`config.mk`:
```
export PLATFORM = sky130hd
export DESIGN_NAME = ifid_fetch_queue
export DESIGN_NICKNAME = d
export VERILOG_FILES = /design/src/rtl/rv32i_types.sv /design/src/rtl/rv32i_insn_decode.sv /design/src/rtl/ifid_fetch_queue.sv
export SDC_FILE = /design/constraint.sdc
export NUM_CORES = 1
export LEC_CHECK = 0
export ABC_CLOCK_PERIOD_IN_PS = 4100
export CAP_MARGIN = 15
export CORE_MARGIN = 3
export CORE_UTILIZATION = 45
export CTS_BUF_LIST = sky130_fd_sc_hd__clkbuf_2
export CTS_CLUSTER_SIZE = 14
export DETAILED_ROUTE_END_ITERATION = 7
export PLACE_DENSITY = 0.82
export SYNTH_ARGS = -nofsm -noshare
export SYNTH_HDL_FRONTEND = slang
export SYNTH_SLANG_ARGS = --single-unit
```
`constraint.sdc`:
```
create_clock -name clk -period 4.1 [get_ports clk]
set_clock_uncertainty 0.05 [all_clocks]
set_input_delay 0.82 -clock clk [delete_from_list [all_inputs] [get_ports clk]]
set_output_delay 0.82 -clock clk [all_outputs]
set_load 0.005 [all_outputs]
```
`src/rtl/rv32i_types.sv`:
```
// RV32I shared types.
// Provides the base opcode enumeration, the register index type, and the
// canonical NOP instruction word (ADDI x0,x0,0) used by the fetch/decode path.
package rv32i_types;

    typedef enum logic [6:0] {
        op_lui   = 7'b0110111,
        op_auipc = 7'b0010111,
        op_jal   = 7'b1101111,
        op_jalr  = 7'b1100111,
        op_br    = 7'b1100011,
        op_load  = 7'b0000011,
        op_store = 7'b0100011,
        op_imm   = 7'b0010011,
        op_reg   = 7'b0110011,
        op_csr   = 7'b1110011
    } rv32i_opcode;

    typedef logic [4:0] rv32i_reg;

    localparam logic [31:0] NOP_INSN = 32'h0000_0013;

endpackage : rv32i_types

```
`src/rtl/rv32i_insn_decode.sv`:
```
// RV32I instruction field decoder (purely combinational).
// Ports:
//   insn_i               instruction word
//   funct3_o, funct7_o   function fields
//   opcode_o             base opcode
//   rs1_o, rs2_o, rd_o   register indices
//   i/s/b/u/j_imm_o      sign-extended immediates
module rv32i_insn_decode
    import rv32i_types::*;
(
    input  logic [31:0] insn_i,
    output logic [2:0]  funct3_o,
    output logic [6:0]  funct7_o,
    output rv32i_opcode opcode_o,
    output rv32i_reg    rs1_o,
    output rv32i_reg    rs2_o,
    output rv32i_reg    rd_o,
    output logic [31:0] i_imm_o,
    output logic [31:0] s_imm_o,
    output logic [31:0] b_imm_o,
    output logic [31:0] u_imm_o,
    output logic [31:0] j_imm_o
);

    always_comb begin
        funct3_o = insn_i[14:12];
        funct7_o = insn_i[31:25];
        opcode_o = rv32i_opcode'(insn_i[6:0]);
        rs1_o    = insn_i[19:15];
        rs2_o    = insn_i[24:20];
        rd_o     = insn_i[11:7];
        i_imm_o  = {{21{insn_i[31]}}, insn_i[30:20]};
        s_imm_o  = {{21{insn_i[31]}}, insn_i[30:25], insn_i[11:7]};
        b_imm_o  = {{20{insn_i[31]}}, insn_i[7], insn_i[30:25], insn_i[11:8], 1'b0};
        u_imm_o  = {insn_i[31:12], 12'h000};
        j_imm_o  = {{12{insn_i[31]}}, insn_i[19:12], insn_i[20], insn_i[30:21], 1'b0};
    end

endmodule : rv32i_insn_decode

```
`src/rtl/ifid_fetch_queue.sv`:
```
// IF/ID fetch queue: DEPTH-entry circular buffer of {pc, insn} between fetch
// and decode with valid/ready handshakes on both sides. The head entry is
// presented pre-decoded; while empty, decode sees NOP_INSN at pc 0.
// Ports:
//   clk, rst             clock, synchronous active-high reset
//   flush                drop all entries (redirect)
//   enq_valid/enq_ready  fetch-side handshake, enq_pc/enq_insn payload
//   deq_valid/deq_ready  decode-side handshake
//   deq_pc, deq_pc_plus4, deq_insn   head entry (or NOP when empty)
//   funct3..j_imm        decoded fields of the head word
//   count                occupancy
module ifid_fetch_queue
    import rv32i_types::*;
#(
    parameter int unsigned      DEPTH    = 4,
    parameter int unsigned      XLEN     = 32,
    parameter logic [XLEN-1:0]  NOP_INSN = rv32i_types::NOP_INSN
) (
    input  logic                     clk,
    input  logic                     rst,
    input  logic                     flush,
    input  logic                     enq_valid,
    output logic                     enq_ready,
    input  logic [XLEN-1:0]          enq_pc,
    input  logic [XLEN-1:0]          enq_insn,
    output logic                     deq_valid,
    input  logic                     deq_ready,
    output logic [XLEN-1:0]          deq_pc,
    output logic [XLEN-1:0]          deq_pc_plus4,
    output logic [XLEN-1:0]          deq_insn,
    output logic [2:0]               funct3,
    output logic [6:0]               funct7,
    output rv32i_opcode              opcode,
    output rv32i_reg                 rs1,
    output rv32i_reg                 rs2,
    output rv32i_reg                 rd,
    output logic [31:0]              i_imm,
    output logic [31:0]              s_imm,
    output logic [31:0]              b_imm,
    output logic [31:0]              u_imm,
    output logic [31:0]              j_imm,
    output logic [$clog2(DEPTH):0]   count
);

    localparam int unsigned PW = $clog2(DEPTH);
    localparam int unsigned CW = PW + 1;

    logic [XLEN-1:0] pc_q   [DEPTH];
    logic [XLEN-1:0] insn_q [DEPTH];

    logic [PW-1:0] head_q, head_d;
    logic [PW-1:0] tail_q, tail_d;
    logic [CW-1:0] count_q, count_d;

    logic empty;
    logic enq_fire;
    logic deq_fire;

    assign empty     = (count_q == '0);
    assign enq_ready = (count_q != CW'(DEPTH));
    assign deq_valid = !empty;
    assign enq_fire  = enq_valid & enq_ready;
    assign deq_fire  = deq_valid & deq_ready;
    assign count     = count_q;

    // Flush overrides any same-cycle handshake; pointers wrap naturally
    // because DEPTH is a power of two.
    always_comb begin
        head_d  = head_q;
        tail_d  = tail_q;
        count_d = count_q;
        if (flush) begin
            head_d  = '0;
            tail_d  = '0;
            count_d = '0;
        end else begin
            if (enq_fire) tail_d = tail_q + PW'(1);
            if (deq_fire) head_d = head_q + PW'(1);
            case ({enq_fire, deq_fire})
                2'b10:   count_d = count_q + CW'(1);
                2'b01:   count_d = count_q - CW'(1);
                default: count_d = count_q;
            endcase
        end
    end

    always_ff @(posedge clk) begin
        if (rst) begin
            head_q  <= '0;
            tail_q  <= '0;
            count_q <= '0;
        end else begin
            head_q  <= head_d;
            tail_q  <= tail_d;
            count_q <= count_d;
        end
    end

    // Storage needs no reset: entries are only observed through valid pointers.
    always_ff @(posedge clk) begin
        if (enq_fire) begin
            pc_q[tail_q]   <= enq_pc;
            insn_q[tail_q] <= enq_insn;
        end
    end

    always_comb begin
        deq_insn     = empty ? NOP_INSN : insn_q[head_q];
        deq_pc       = empty ? '0 : pc_q[head_q];
        deq_pc_plus4 = empty ? '0 : deq_pc + XLEN'(4);
    end

    rv32i_insn_decode u_decode (
        .insn_i   (deq_insn[31:0]),
        .funct3_o (funct3),
        .funct7_o (funct7),
        .opcode_o (opcode),
        .rs1_o    (rs1),
        .rs2_o    (rs2),
        .rd_o     (rd),
        .i_imm_o  (i_imm),
        .s_imm_o  (s_imm),
        .b_imm_o  (b_imm),
        .u_imm_o  (u_imm),
        .j_imm_o  (j_imm)
    );

endmodule : ifid_fetch_queue

```
== After elaboration in Yosys (flattened, before gate mapping) ==
Memory sizes are Yosys's and may differ from the RTL's. A register that Yosys moved wholly into a read port is not among the register bits.
Cells that the tools add are included.

* $add $sub $neg: 5
* Equality and inequality tests: 3
* Muxes and demuxes: 10
* Bitwise logic cells: 2
* Reductions and logical operators: 4

{| class="wikitable"
|+ Operators with widths
! cell !! count
|-
| $mux 32 || 3
|-
| $add 32x3->32 const B || 1
|-
| $mux 2 || 4
|-
| $pmux 3 s2 || 1
|-
| $add 2x1->2 const B || 2
|-
| $add 3x1->3 const B || 1
|-
| $logic_not 3->1 || 1
|-
| $ne 3x3->1 const B || 1
|-
| $sub 3x1->3 const B || 1
|-
| $and 1x1->1 || 2
|-
| $eq 2x1->1 const B || 1
|-
| $eq 2x2->1 const B || 1
|-
| $mux 1 || 2
|-
| $reduce_bool 2->1 || 1
|-
| $reduce_or 2->1 || 1
|-
| $logic_not 1->1 || 1
|}

* Register bits: 7
* Memory bits (writable): 256
* Bits of input ports: 69
* Output and inout port bits: 293
* Logic and storage cells: 29
* Memories kept: 2

{| class="wikitable"
|+ Memory list
! name !! depth !! width !! rd ports !! clocked after memory_dff !! wr ports !! RTL line !! source
|-
| insn_q || 4 || 32 || 1 || 1 || 1 || ifid_fetch_queue.sv:49 || <nowiki>logic [XLEN-1:0] insn_q [DEPTH];</nowiki>
|-
| pc_q || 4 || 32 || 1 || 1 || 1 || ifid_fetch_queue.sv:48 || <nowiki>logic [XLEN-1:0] pc_q [DEPTH];</nowiki>
|}

== Longest topological paths before layout ==
Gate-level depths: netlist of run 1.

* Depth after elaboration: 5
* Depth in mapped cells: 13
* Mapped depth without buffers: 10

== Cells and area by module ==
From an unflattened synthesis of run 1, not the netlist that was laid out.

* Cell total of the unflattened synthesis: 778
* Area total of the unflattened synthesis: 12489.5 µm²

{| class="wikitable"
|+ Modules (own cells, without submodules)
! module !! times used !! cells an instance !! area an instance (µm²)
|-
| ifid_fetch_queue || 1 || 585 || 11044.3
|-
| rv32i_insn_decode || 1 || 193 || 1445.1
|}

== Worst setup path before layout of run 1 ==
Ideal clock, no wire load.

* Path type: reg2out
* Start point: register (tool-made name)
* End point: output port deq_pc_plus4[30]
* Arrival: 3.388 ns
* Setup slack: -0.158 ns
* Stages on the path, launching flop included: 14
* Path through: dfxtp_1 -> buf_2 -> buf_2 -> buf_2 -> clkbuf_1 -> buf_1 -> mux4_2 -> and2_1 -> ha_1 -> nand3_1 -> or3_4 -> buf_6 -> nor4_1 -> mux2_2

{| class="wikitable"
|+ RTL lines
! element !! RTL line !! source
|-
| end, declared || ifid_fetch_queue.sv:29 || <nowiki>output logic [XLEN-1:0] deq_pc_plus4,</nowiki>
|}

==> results.py, run 1 <==
metrics = {
    "sta": {
        "hold_violations": 0,
        "slew_viol_final": 0,
        "fin_crit_sh_pct": 108,
        "setup_violations": 21,
        "whs_ps": 480,
        "rsz0062_at_grt": "true",
        "fmax_mhz": 226,
        "fin_crit_ps": 4420,
        "relSlewSlack_pct": 29.2,
        "finalWorstSetupSlack_ps": -316,
        "fin_setup_tns_ps": -3790,
        "tightest_slew_ps": 1060,
    },
    "setup_path": {
        "rrSetupSlack_ps": 1550,
        "cp_max_fo": 4,
        "crit_path_frequent_cell": "buf_6",
        "cp_cell_sequence": "buf_6 > buf_4 > mux4_2 > nand4_4 > buf_6 > or3_4 > buf_6 > buf_6 > nor4_4 > mux2_4 > buf_6",
        "r2r_start": "count[0]$_SDFFE_PP0P_",
        "cp-start-kind": "register",
        "worstSetupPathType": "register to output pin",
        "critical-path-max-stage-delay_ps": 410,
        "r2r_end": "count[2]$_SDFFE_PP0P_",
        "critPathCaptureType": "output pin",
        "cp_data_required_time_ps": 3230,
        "worstPathArrival_ps": 3550,
        "slowest_stage": "or3_4",
        "r2r_cells": 10,
    },
    "logic_synthesis": {
        "ys_seq_area_share_pct": 62.8,
        "yosysTopAreaCellShare_pct": 61.4,
        "synth_area_leader_cell": "edfxtp_1",
        "synth.distinct_cells": 42,
        "synth_ff_type": "edfxtp_1",
        "netlist_top_cells_count": "edfxtp_1, buf_4, and2_1",
        "yosysWarningCount": 0,
        "syn_inst": 794,
        "synth_area_leaders": "edfxtp_1, buf_4, mux4_2",
        "syn_area_um2": 12500,
        "synth-edff-count": 256,
        "async_flop_share_pct": 0,
        "yosysMostFrequentCell": "edfxtp_1",
        "synth_area_per_cell_um2": 15.8,
        "ys_seq_elements": 265,
    },
    "clocking": {
        "cts_tree": "yes",
        "h-tree-depth": 3,
        "root_buffer": "clkbuf_2",
        "clk_pin_slew_ps": 120,
        "cts_buffers": 68,
        "worst_skew_pair.late_latency_ps": 770,
        "cts_hold_buf": 0,
        "cts_sinks": 265,
        "cts_buffer_depth": 3,
    },
    "pwr": {
        "p_leak_nw": 5.95,
        "ir_worst_vdd_v": 0.000202,
        "power.density_nw_per_um2": 335,
    },
    "drt": {
        "drc": 0,
        "postRouteWirelength_um": 32800,
        "drtIter0Drc": 765,
        "viasPerCell": 5.21,
        "firstDrtPassIters": 7,
        "wl_per_cell_um": 21.5,
        "vias": 7941,
        "ant_nets": 0,
    },
    "die": {
        "row_count": 60,
        "core_area_um2": 27200,
        "num_io_pins": 362,
        "fp.dieH_um": 173,
        "die_area_um2": 29900,
        "die_w_um": 173,
        "start_util_pct": 46.1,
    },
    "min_path": {
        "hold_class": "register to register",
        "min_from": "tail_q[1]$_SDFFE_PP0P_",
        "whs_endpoint": "tail_q[1]$_SDFFE_PP0P_",
        "holdPathStages": 2,
    },
    "cells_and_area": {
        "layout-drive-gt1-share_pct": 31.1,
        "seq_area_um2": 7880,
        "nNetsFinal": 1179,
        "area_delta_synth_final_pct": 34.5,
        "multi_input_area_um2": 3400,
        "fill_cells": 1966,
    },
    "global_route": {
        "grt_pass1_wl_um": 48100,
        "grt_max_degree": 78,
        "antenna_found_initial": 4,
        "first_global_vias": 8282,
        "gr-total-overflow": 0,
        "grtUsageTotal_pct": 20.8,
    },
    "placed_design": {
        "io_buffers": 347,
        "gp_congestion": 0.829,
        "dp_worst_setup_slack_ps": -52.4,
        "hpwl_um": 19100,
    },
    "flow_run": {
        "max_cap_violations": 0,
    },
    "outcome": {
        "status": "finished with violations",
        "violations": "negative setup slack",
    },
}
[metrics by stage]
step / instance area, um^2 / cells / utilization, % / power, mW
final: 16800 / 1524 / 62.0 / 5.64
after global routing: 16800 / 1524 / 62.0 / 5.92
after CTS: 16600 / 1498 / 60.9 / 5.66
after detailed placement: 15100 / 1323 / 55.7 / 3.91
after global placement: 15100 / 1323 / 55.7 / 3.89
after floorplan: 12600 / 807 / - / 3.55
[timing repair]
| item | CTS | global route |
|---|---|---|
| gates resized for setup | 156 | 41 |
| endpoints found under the setup margin | 230 | 106 |
| gates cloned | 1 | 1 |
| pin swaps | 21 | 23 |
| buffers inserted | 58 | 24 |
[registers in the layout (all words and copies together) (netlist names), named ones only]
name	count
pc_q	128
head_q	2
count	3
tail_q	2
insn_q	128
[kinds of logic (layout without fill, tap and decap cells)]
logic type / Yosys count / in the layout / synth area share (%)
XOR/XNOR: 12 / 12 / 0.839
other: 1 / 17 / 0.0299
AND/OR/NAND/NOR: 173 / 174 / 7.99
flip-flops: 265 / 265 / 62.8
buffers and inverters: 239 / 580 / 13.4
multiplexers: 81 / 81 / 13.4
AO/OA/AOI/OAI: 16 / 16 / 0.739
adder cells (fa/ha/maj): 7 / 7 / 0.759
[layout make-up]
cell class / count / share of cell area, %
diodes: 3 / 0.0446
multi-input cells: 304 / 20.2
inverters: 13 / 0.290
well taps: 372 / 2.76
clock inverters: 23 / 0.713
flip-flops and latches: 265 / 46.7
repair buffers: 451 / 26.5
clock buffers: 93 / 2.76
[critical path, delay by kind of cell (launching register included)]
| family | cells | cell delay, ps |
|---|---|---|
| buf+inv | 6 | 770 |
| flops | 1 | 390 |
| mux | 2 | 740 |
| simple gates | 3 | 890 |
[routing by layer]
metal | vias to the layer above | share of wire [%] | GRT usage [%]
met5 | - | 0 | 0
met4 | 0 | 4.6 | 10.7
met3 | 121 | 9.1 | 6.41
met2 | 509 | 50 | 35.2
met1 | 3895 | 36 | 23.9
li1 | 3416 | - | -
[worst max-delay path by stage]
stage,from,end,slack [ps],cells after the start
2_1_floorplan,register,deq_pc_plus4[30],40,13
3_3_place_gp,register,deq_pc_plus4[18],40,8
3_5_place_dp,register,deq_pc_plus4[18],-50,8
4_1_cts,register,deq_pc_plus4[26],-290,10
5_1_grt,register,deq_pc_plus4[25],-460,11
6_report,register,deq_pc_plus4[22],-320,11
[layout by cell type, fill, tap and decap left out, types with 14 or more instances in the layout]
cell / n
nand2_1: 16
mux4_2: 66
buf_4: 68
nor2_1: 34
buf_6: 33
clkinv_1: 15
clkdlybuf4s50_1: 323
conb_1: 14
and2_1: 60
edfxtp_1: 256
clkbuf_2: 98
mux2_4: 14
[power breakdown]
part	leakage (nW)	internal, mW	switching [mW]	total [mW]
clock	0.449	0.677	1.03	1.71
combinational	3.07	0.499	0.370	0.869
sequential	2.43	3.04	0.0198	3.06
total	5.95	4.21	1.42	5.64
No activity file was read; power rests on OpenSTA's default activity.
==> inputs of run 2 (changes only) <==
- SLEW_MARGIN: not set -> 20
==> results of run 2 <==
Same layout as run 1: the final DEF is identical, and so are final timing and power.
